===== config.mk =====
export PLATFORM = sky130hd
export DESIGN_NAME = regfile_arbiter
export DESIGN_NICKNAME = d
export VERILOG_FILES = /design/src/rtl/regfile_arbiter.sv
export SDC_FILE = /design/constraint.sdc
export NUM_CORES = 1
export LEC_CHECK = 0
export ABC_AREA = 1
export ABC_CLOCK_PERIOD_IN_PS = 2600
export CAP_MARGIN = 20
export CORE_AREA = 2 2 106 108
export CTS_CLUSTER_SIZE = 24
export DETAILED_ROUTE_END_ITERATION = 7
export DIE_AREA = 0 0 108 110
export DONT_BUFFER_PORTS = 1
export GPL_TIMING_DRIVEN = 0
export PLACE_DENSITY = 0.77
export SETUP_SLACK_MARGIN = 0.2
export SYNTH_ARGS = -nofsm -noshare
export SYNTH_HDL_FRONTEND = slang
export SYNTH_SLANG_ARGS = --single-unit
export TNS_END_PERCENT = 1

===== constraint.sdc =====
create_clock -name clk -period 2.6 [get_ports clk]
set_input_delay 0.52 -clock clk [delete_from_list [all_inputs] [get_ports clk]]
set_output_delay 0.52 -clock clk [all_outputs]
set_load 0.02 [all_outputs]

===== src/rtl/regfile_arbiter.sv =====
// Round-robin arbiter and strobe sequencer sharing the CalcuTEC register file
// between the execution unit (requester 0) and the keypad/display unit (requester 1).
module regfile_arbiter #(
  parameter int AW = 4,
  parameter int DW = 32
) (
  input  logic            clk,
  input  logic            rst_n,
  input  logic [1:0]      req,
  input  logic [1:0]      wr,
  input  logic [2*AW-1:0] addr_a,
  input  logic [2*AW-1:0] addr_b,
  input  logic [2*AW-1:0] addr_w,
  input  logic [2*DW-1:0] wdata,
  output logic [1:0]      gnt,
  output logic [1:0]      done,
  output logic [DW-1:0]   rdata_a,
  output logic [DW-1:0]   rdata_b,
  output logic            reg_read,
  output logic            reg_write,
  output logic [AW-1:0]   dirA,
  output logic [AW-1:0]   dirB,
  output logic [AW-1:0]   dir_WR,
  output logic [DW-1:0]   data_in,
  input  logic [DW-1:0]   datA,
  input  logic [DW-1:0]   datB
);

  typedef enum logic [1:0] {IDLE, ISSUE, WAIT, DONE} state_t;

  state_t state;
  logic   rr;
  logic   winner;
  logic   op_wr;
  logic   pick;

  function automatic logic [1:0] onehot(input logic id);
    return id ? 2'b10 : 2'b01;
  endfunction

  // A lone requester always wins; rr only breaks ties.
  always_comb begin
    pick = rr;
    if (req == 2'b01)      pick = 1'b0;
    else if (req == 2'b10) pick = 1'b1;
  end

  always_ff @(posedge clk or negedge rst_n) begin
    if (!rst_n) begin
      state     <= IDLE;
      rr        <= 1'b0;
      winner    <= 1'b0;
      op_wr     <= 1'b0;
      gnt       <= '0;
      done      <= '0;
      reg_read  <= 1'b0;
      reg_write <= 1'b0;
      rdata_a   <= '0;
      rdata_b   <= '0;
      dirA      <= '0;
      dirB      <= '0;
      dir_WR    <= '0;
      data_in   <= '0;
    end else begin
      gnt       <= '0;
      done      <= '0;
      reg_read  <= 1'b0;
      reg_write <= 1'b0;
      case (state)
        IDLE: begin
          if (|req) begin
            winner    <= pick;
            op_wr     <= wr[pick];
            dirA      <= pick ? addr_a[2*AW-1:AW] : addr_a[AW-1:0];
            dirB      <= pick ? addr_b[2*AW-1:AW] : addr_b[AW-1:0];
            dir_WR    <= pick ? addr_w[2*AW-1:AW] : addr_w[AW-1:0];
            data_in   <= pick ? wdata[2*DW-1:DW]  : wdata[DW-1:0];
            gnt       <= onehot(pick);
            reg_read  <= ~wr[pick];
            reg_write <= wr[pick];
            state     <= ISSUE;
          end
        end
        // Strobe cycle: writes complete next, reads wait one cycle for datA/datB.
        ISSUE: begin
          if (op_wr) begin
            done  <= onehot(winner);
            state <= DONE;
          end else begin
            state <= WAIT;
          end
        end
        WAIT: begin
          rdata_a <= datA;
          rdata_b <= datB;
          done    <= onehot(winner);
          state   <= DONE;
        end
        DONE: begin
          rr    <= ~winner;
          state <= IDLE;
        end
        default: state <= IDLE;
      endcase
    end
  end

endmodule


Word-level counts from Yosys, hierarchy flattened --
Index checks and enable logic that the tools add are counted.
Operators by class: $lt $le $gt $ge 1, equality and inequality tests 6, mux-type cells 21, bitwise logic cells 2, reductions and logical operators 3
Operator list (number):
- $mux 32 | 1
- $mux 2 | 6
- $mux 4 | 3
- $mux 1 | 9
- $pmux 2 s4 | 1
- $eq 2x2->1 const B | 3
- $eq 2x1->1 const B | 2
- $pmux 2 s2 | 1
- $logic_not 2->1 | 1
- $lt 1x2->1 const B | 1
- $ne 2x2->1 const B | 1
- $not 1->1 | 2
- $reduce_and 2->1 | 1
- $reduce_or 2->1 | 1
Storage, ports and cells: flip-flop bits (word level) 119, bits of input ports 158, output and inout bits 114, logic and storage cells 47

Logic depth before layout (Yosys ltp) --
depth in word-level cells 8, mapped depth 9, mapped depth without buffers 7

Worst setup path after synthesis --
OpenSTA, ideal clock, no wires.
path kind flip-flop to flip-flop, from register state[0], to register rdata_a[17], setup time 0.125 ns, arrival 1.357 ns, data required time 2.475 ns, setup slack 1.119 ns, stages on the path, launching flop included 6, buffers on the path 2, period minus slack after synthesis 1.481 ns, cells stage by stage dfrtp_1 -> inv_1 -> ha_1 -> buf_2 -> buf_2 -> mux2_2
Between the ends: longest elaborated chain between the ends 1
Ends and longest elaborated chain:
- start, declared | line 31 | state_t state;
- start signal, assigned | line 50 | state <= IDLE;
- start signal, assigned | line 81 | state <= ISSUE;
- start signal, assigned | line 88 | state <= DONE;
- $eq 2x2->1 | line 69 | case (state)
- end signal, assigned | line 94 | rdata_a <= datA;
- end, declared | line 17 | output logic [DW-1:0] rdata_a,
No other way between the ends. A chain may end at the register's enable or synchronous reset.

Worst setup path after layout --
from register state[1], to register data_in[3]
Between the ends: longest elaborated chain between the ends 2
Ends and longest elaborated chain:
- $logic_not 2->1 | line 69
- $reduce_and 2->1 (no line)
- end signal, assigned | line 77 | data_in <= pick ? wdata[2*DW-1:DW] : wdata[DW-1:0];
- end, declared | line 24 | output logic [DW-1:0] data_in,
No other way between the ends.

==> key figures <==
Outcome
  – Status: finished, violations left
  – Failing checks: hold timing

Synthesis
  – Largest family of logic cells by synthesized area: simple AND/OR/NAND/NOR gates
  – Cells after synthesis: 567
  – Synth Area in Compound Gates: 0.673%
  – Synth Area in XOR/XNOR: 0%
  – Synthesized cell area: 5390 µm²
  – Post-Syn Nets: 729
  – Synth Area in Adders: 0.929%
  – Synth top area cells: dfrtp_1 55%, mux2_2 13%, nand2_1 10%, nand3_1 8.4%, inv_1 7.0%
  – Post-synth top area cell: dfrtp_1
  – Distinct cells, synth: 18
  – Flops & latches, synth: 119
  – Mux contribution to synthesized area: 13.4%
  – Register area share after synthesis: 55.3%
  – YS warnings: 0
  – Post-synthesis simple-gate area fraction: 19.2%
  – Yosys top cell area share: 55.3%
  – Mean area per synthesized cell: 9.50 µm²

Global routing
  – Vias in the first global route: 3968
  – Grt total ovfl: 0
  – Largest net degree at the start of global routing: 120
  – First-pass GRT wire length: 19900 µm
  – Antenna violations before repair: 0
  – GR Util All Layers: 22.0%

Power
  – Power share of the clock group: 25.0%
  – Peak VDD IR: 0.000583 V
  – Leakage: 3.27 nW
  – PwrDens: 1510 nW/µm²
  – Power share of the sequential group: 49.4%
  – Internal Power: 0.00540 W
  – Switch share: 41.8%
  – Sw power: 0.00388 W
  – Gate power share: 25.6%

Cells and area
  – Number of diodes: 0
  – Final cell count without fillers: 739
  – Final Instance Area: 6160 µm²
  – Fillers: 933
  – Layout cell share with drive strength beyond 1: 21.4%
  – Layout Nets: 748
  – Area growth syn-to-layout: 14.3%

Die
  – Initial Util: 50.4%
  – Die Area: 11900 µm²
  – Placeable Area: 10700 µm²
  – # IOs: 272
  – # rows: 38
  – Die X: 108 µm
  – Die Ht: 110 µm

Critical path
  – Startpoint Class: flip-flop
  – R2R depth: 7
  – Worst Setup End Kind: flip-flop
  – CP startpoint: state[1]
  – Worst R2R Start: state[1]
  – Crit-path max FO: 10
  – Flop-to-flop setup slack: 0.77 ns
  – Required @ worst endpoint: 3.04 ns
  – Crit path kind: reg -> reg
  – FF-to-FF End: data_in[3]
  – Crit path to: data_in[3]
  – CP Data Arrival Time: 2.27 ns

Detailed routing
  – Post-route ant nets: 0
  – Via/cell ratio: 5.30
  – DRC: 0
  – First DRT Iteration DRCs: 248
  – Final WL: 13100 µm
  – Vias: 3919
  – First-pass DRT Iterations: 4
  – Post-DR wirelength/cell: 17.7 µm

STA
  – Slew Limit Fails: 0
  – Setup TNS: 0 ns
  – Hold Slack: -0.283 ns
  – Tmin final: 1.83 ns
  – Relative slew slack: 64.1%
  – Highest clock rate: 546 MHz
  – Setup WS post-layout: 0.768 ns
  – Period utilisation layout: 70.5%
  – Worst Tran Pin Value: 0.539 ns
  – RSZ-0062 raised after global routing: false
  – Clock skew: 0.00907 ns
  – # setup viols final: 0
  – Final hold violation count: 119

Clocking
  – CTS Buffer Depth: 2
  – Max H-tree Level: 4
  – Post-CTS Setup Inserts: 0
  – CTS Buf Count: 17
  – CTS tree: yes
  – Clk pin slew, worst setup/hold paths: 0.06 ns
  – Clk Latency, worst-skew pair: 0.50 ns
  – Clk sink count: 119
  – Post-cts sizing count: 0
  – Root Buffer: clkbuf_8

Hold path
  – Min-Delay Path Class: in -> async

Placement
  – DP Worst Slack: 0.813 ns
  – PortBufs: 0
  – Placed Cells: 707
  – Hpwl dp: 9620 µm
  – Final RePlAce weighted congestion: 0.819
  – DP Area: 5560 µm²

Run
  – Max_cap viols: 0
[worst min-delay path by stage]
stage | slack [ns] | end | cells past startpoint | startpoint
floorplan | 0.22 | data_in[0] | 0 | rst_n
global placement | 0.23 | rdata_a[10] | 0 | rst_n
CTS | -0.32 | rdata_a[9] | 0 | rst_n
finish | -0.28 | state[1] | 0 | rst_n
detailed placement | 0.23 | rdata_a[13] | 0 | rst_n
global route | -0.32 | state[1] | 0 | rst_n
[per-layer routing]
| layer | up-vias | part of all wire, % | track usage [%] | routed length [µm] |
|---|---|---|---|---|
| met5 | - | 0 | 0 | 0 |
| met4 | 0 | 1.9 | 8.97 | 251 |
| li1 | 1792 | - | - | - |
| met2 | 208 | 52 | 37.4 | 6820 |
| met1 | 1892 | 39 | 25.9 | 5060 |
| met3 | 27 | 7.5 | 7.17 | 989 |
[cell usage in the layout (no fill, tap or decap)]
cell	Yosys	layout
a21oi_1	1	1
buf_2	18	18
buf_4	6	6
buf_6	4	4
bufinv_16	0	3
clkbuf_1	2	3
clkbuf_16	0	16
clkbuf_8	0	1
clkinv_2	0	2
clkinv_4	0	4
clkinvlp_4	0	3
dfrtp_1	119	119
ha_1	4	4
inv_1	100	100
inv_2	1	1
inv_6	0	2
mux2_2	64	64
nand2_1	144	144
nand2_2	2	2
nand2_4	1	1
nand3_1	90	90
nor2_1	4	4
nor2_2	1	1
o21ai_0	5	5
o22ai_1	1	1
[synthesized netlist by cell type]
master / instances
ha_1: 4
dfrtp_1: 119
nor2_1: 4
o22ai_1: 1
o21ai_0: 5
a21oi_1: 1
nand2_4: 1
buf_4: 6
inv_1: 100
mux2_2: 64
clkbuf_1: 2
nand3_1: 90
nor2_2: 1
nand2_2: 2
nand2_1: 144
buf_2: 18
inv_2: 1
buf_6: 4
[worst max-delay path: stages, from the launching register on]
cell      delay [ns]
dfrtp_1         0.41
inv_1           0.13
ha_1            0.20
inv_1           0.08
nor2_2          0.18
clkbuf_1        0.45
nand3_1         0.21
nand2_1         0.09
[cell families (layout without fill, tap and decap cells)]
group / Yosys count / count (layout)
DFF: 119 / 119
muxes: 64 / 64
adders and majority gates: 4 / 4
buffers and inverters: 131 / 163
and+or+nand+nor: 242 / 242
AOI/OAI and AO/OA: 7 / 7
[power groups by stage]
| stage | Combinational (W) | Clock, W | Sequential (W) |
|---|---|---|---|
| 2_1_floorplan | 0.00194 | 0 | 0.00435 |
| 3_3_place_gp | 0.00224 | 0 | 0.00456 |
| 3_5_place_dp | 0.00239 | 0 | 0.00461 |
| 4_1_cts | 0.00240 | 0.00236 | 0.00460 |
| 5_1_grt | 0.00268 | 0.00247 | 0.00468 |
| 6_report | 0.00238 | 0.00232 | 0.00459 |
[flip-flops by register name (all words and copies together) (netlist names), 2 cells and up]
| register | count |
|---|---|
| rdata_a | 32 |
| rdata_b | 32 |
| gnt | 2 |
| done | 2 |
| dirB | 4 |
| state | 2 |
| data_in | 32 |
| dir_WR | 4 |
| dirA | 4 |
[area by class of cell]
type / count / area [µm²] / share of cell area, %
Sequential cell: 119 / 2980 / 48.4
Multi-Input combinational cell: 317 / 1840 / 29.9
Clock inverter: 14 / 175 / 2.85
Inverter: 101 / 379 / 6.16
Clock buffer: 18 / 418 / 6.79
Buffer: 30 / 188 / 3.05
Tap cell: 140 / 175 / 2.85
[metrics by stage]
stage	power, W	utilization, %	hold slack [ns]
3_5_place_dp	0.00700	52.0	0.227
3_3_place_gp	0.00681	52.0	0.226
2_1_floorplan	0.00629	-	0.224
6_report	0.00929	57.5	-0.283
4_1_cts	0.00936	57.5	-0.317
5_1_grt	0.00983	57.5	-0.323
No activity file was read; power rests on OpenSTA's default activity.
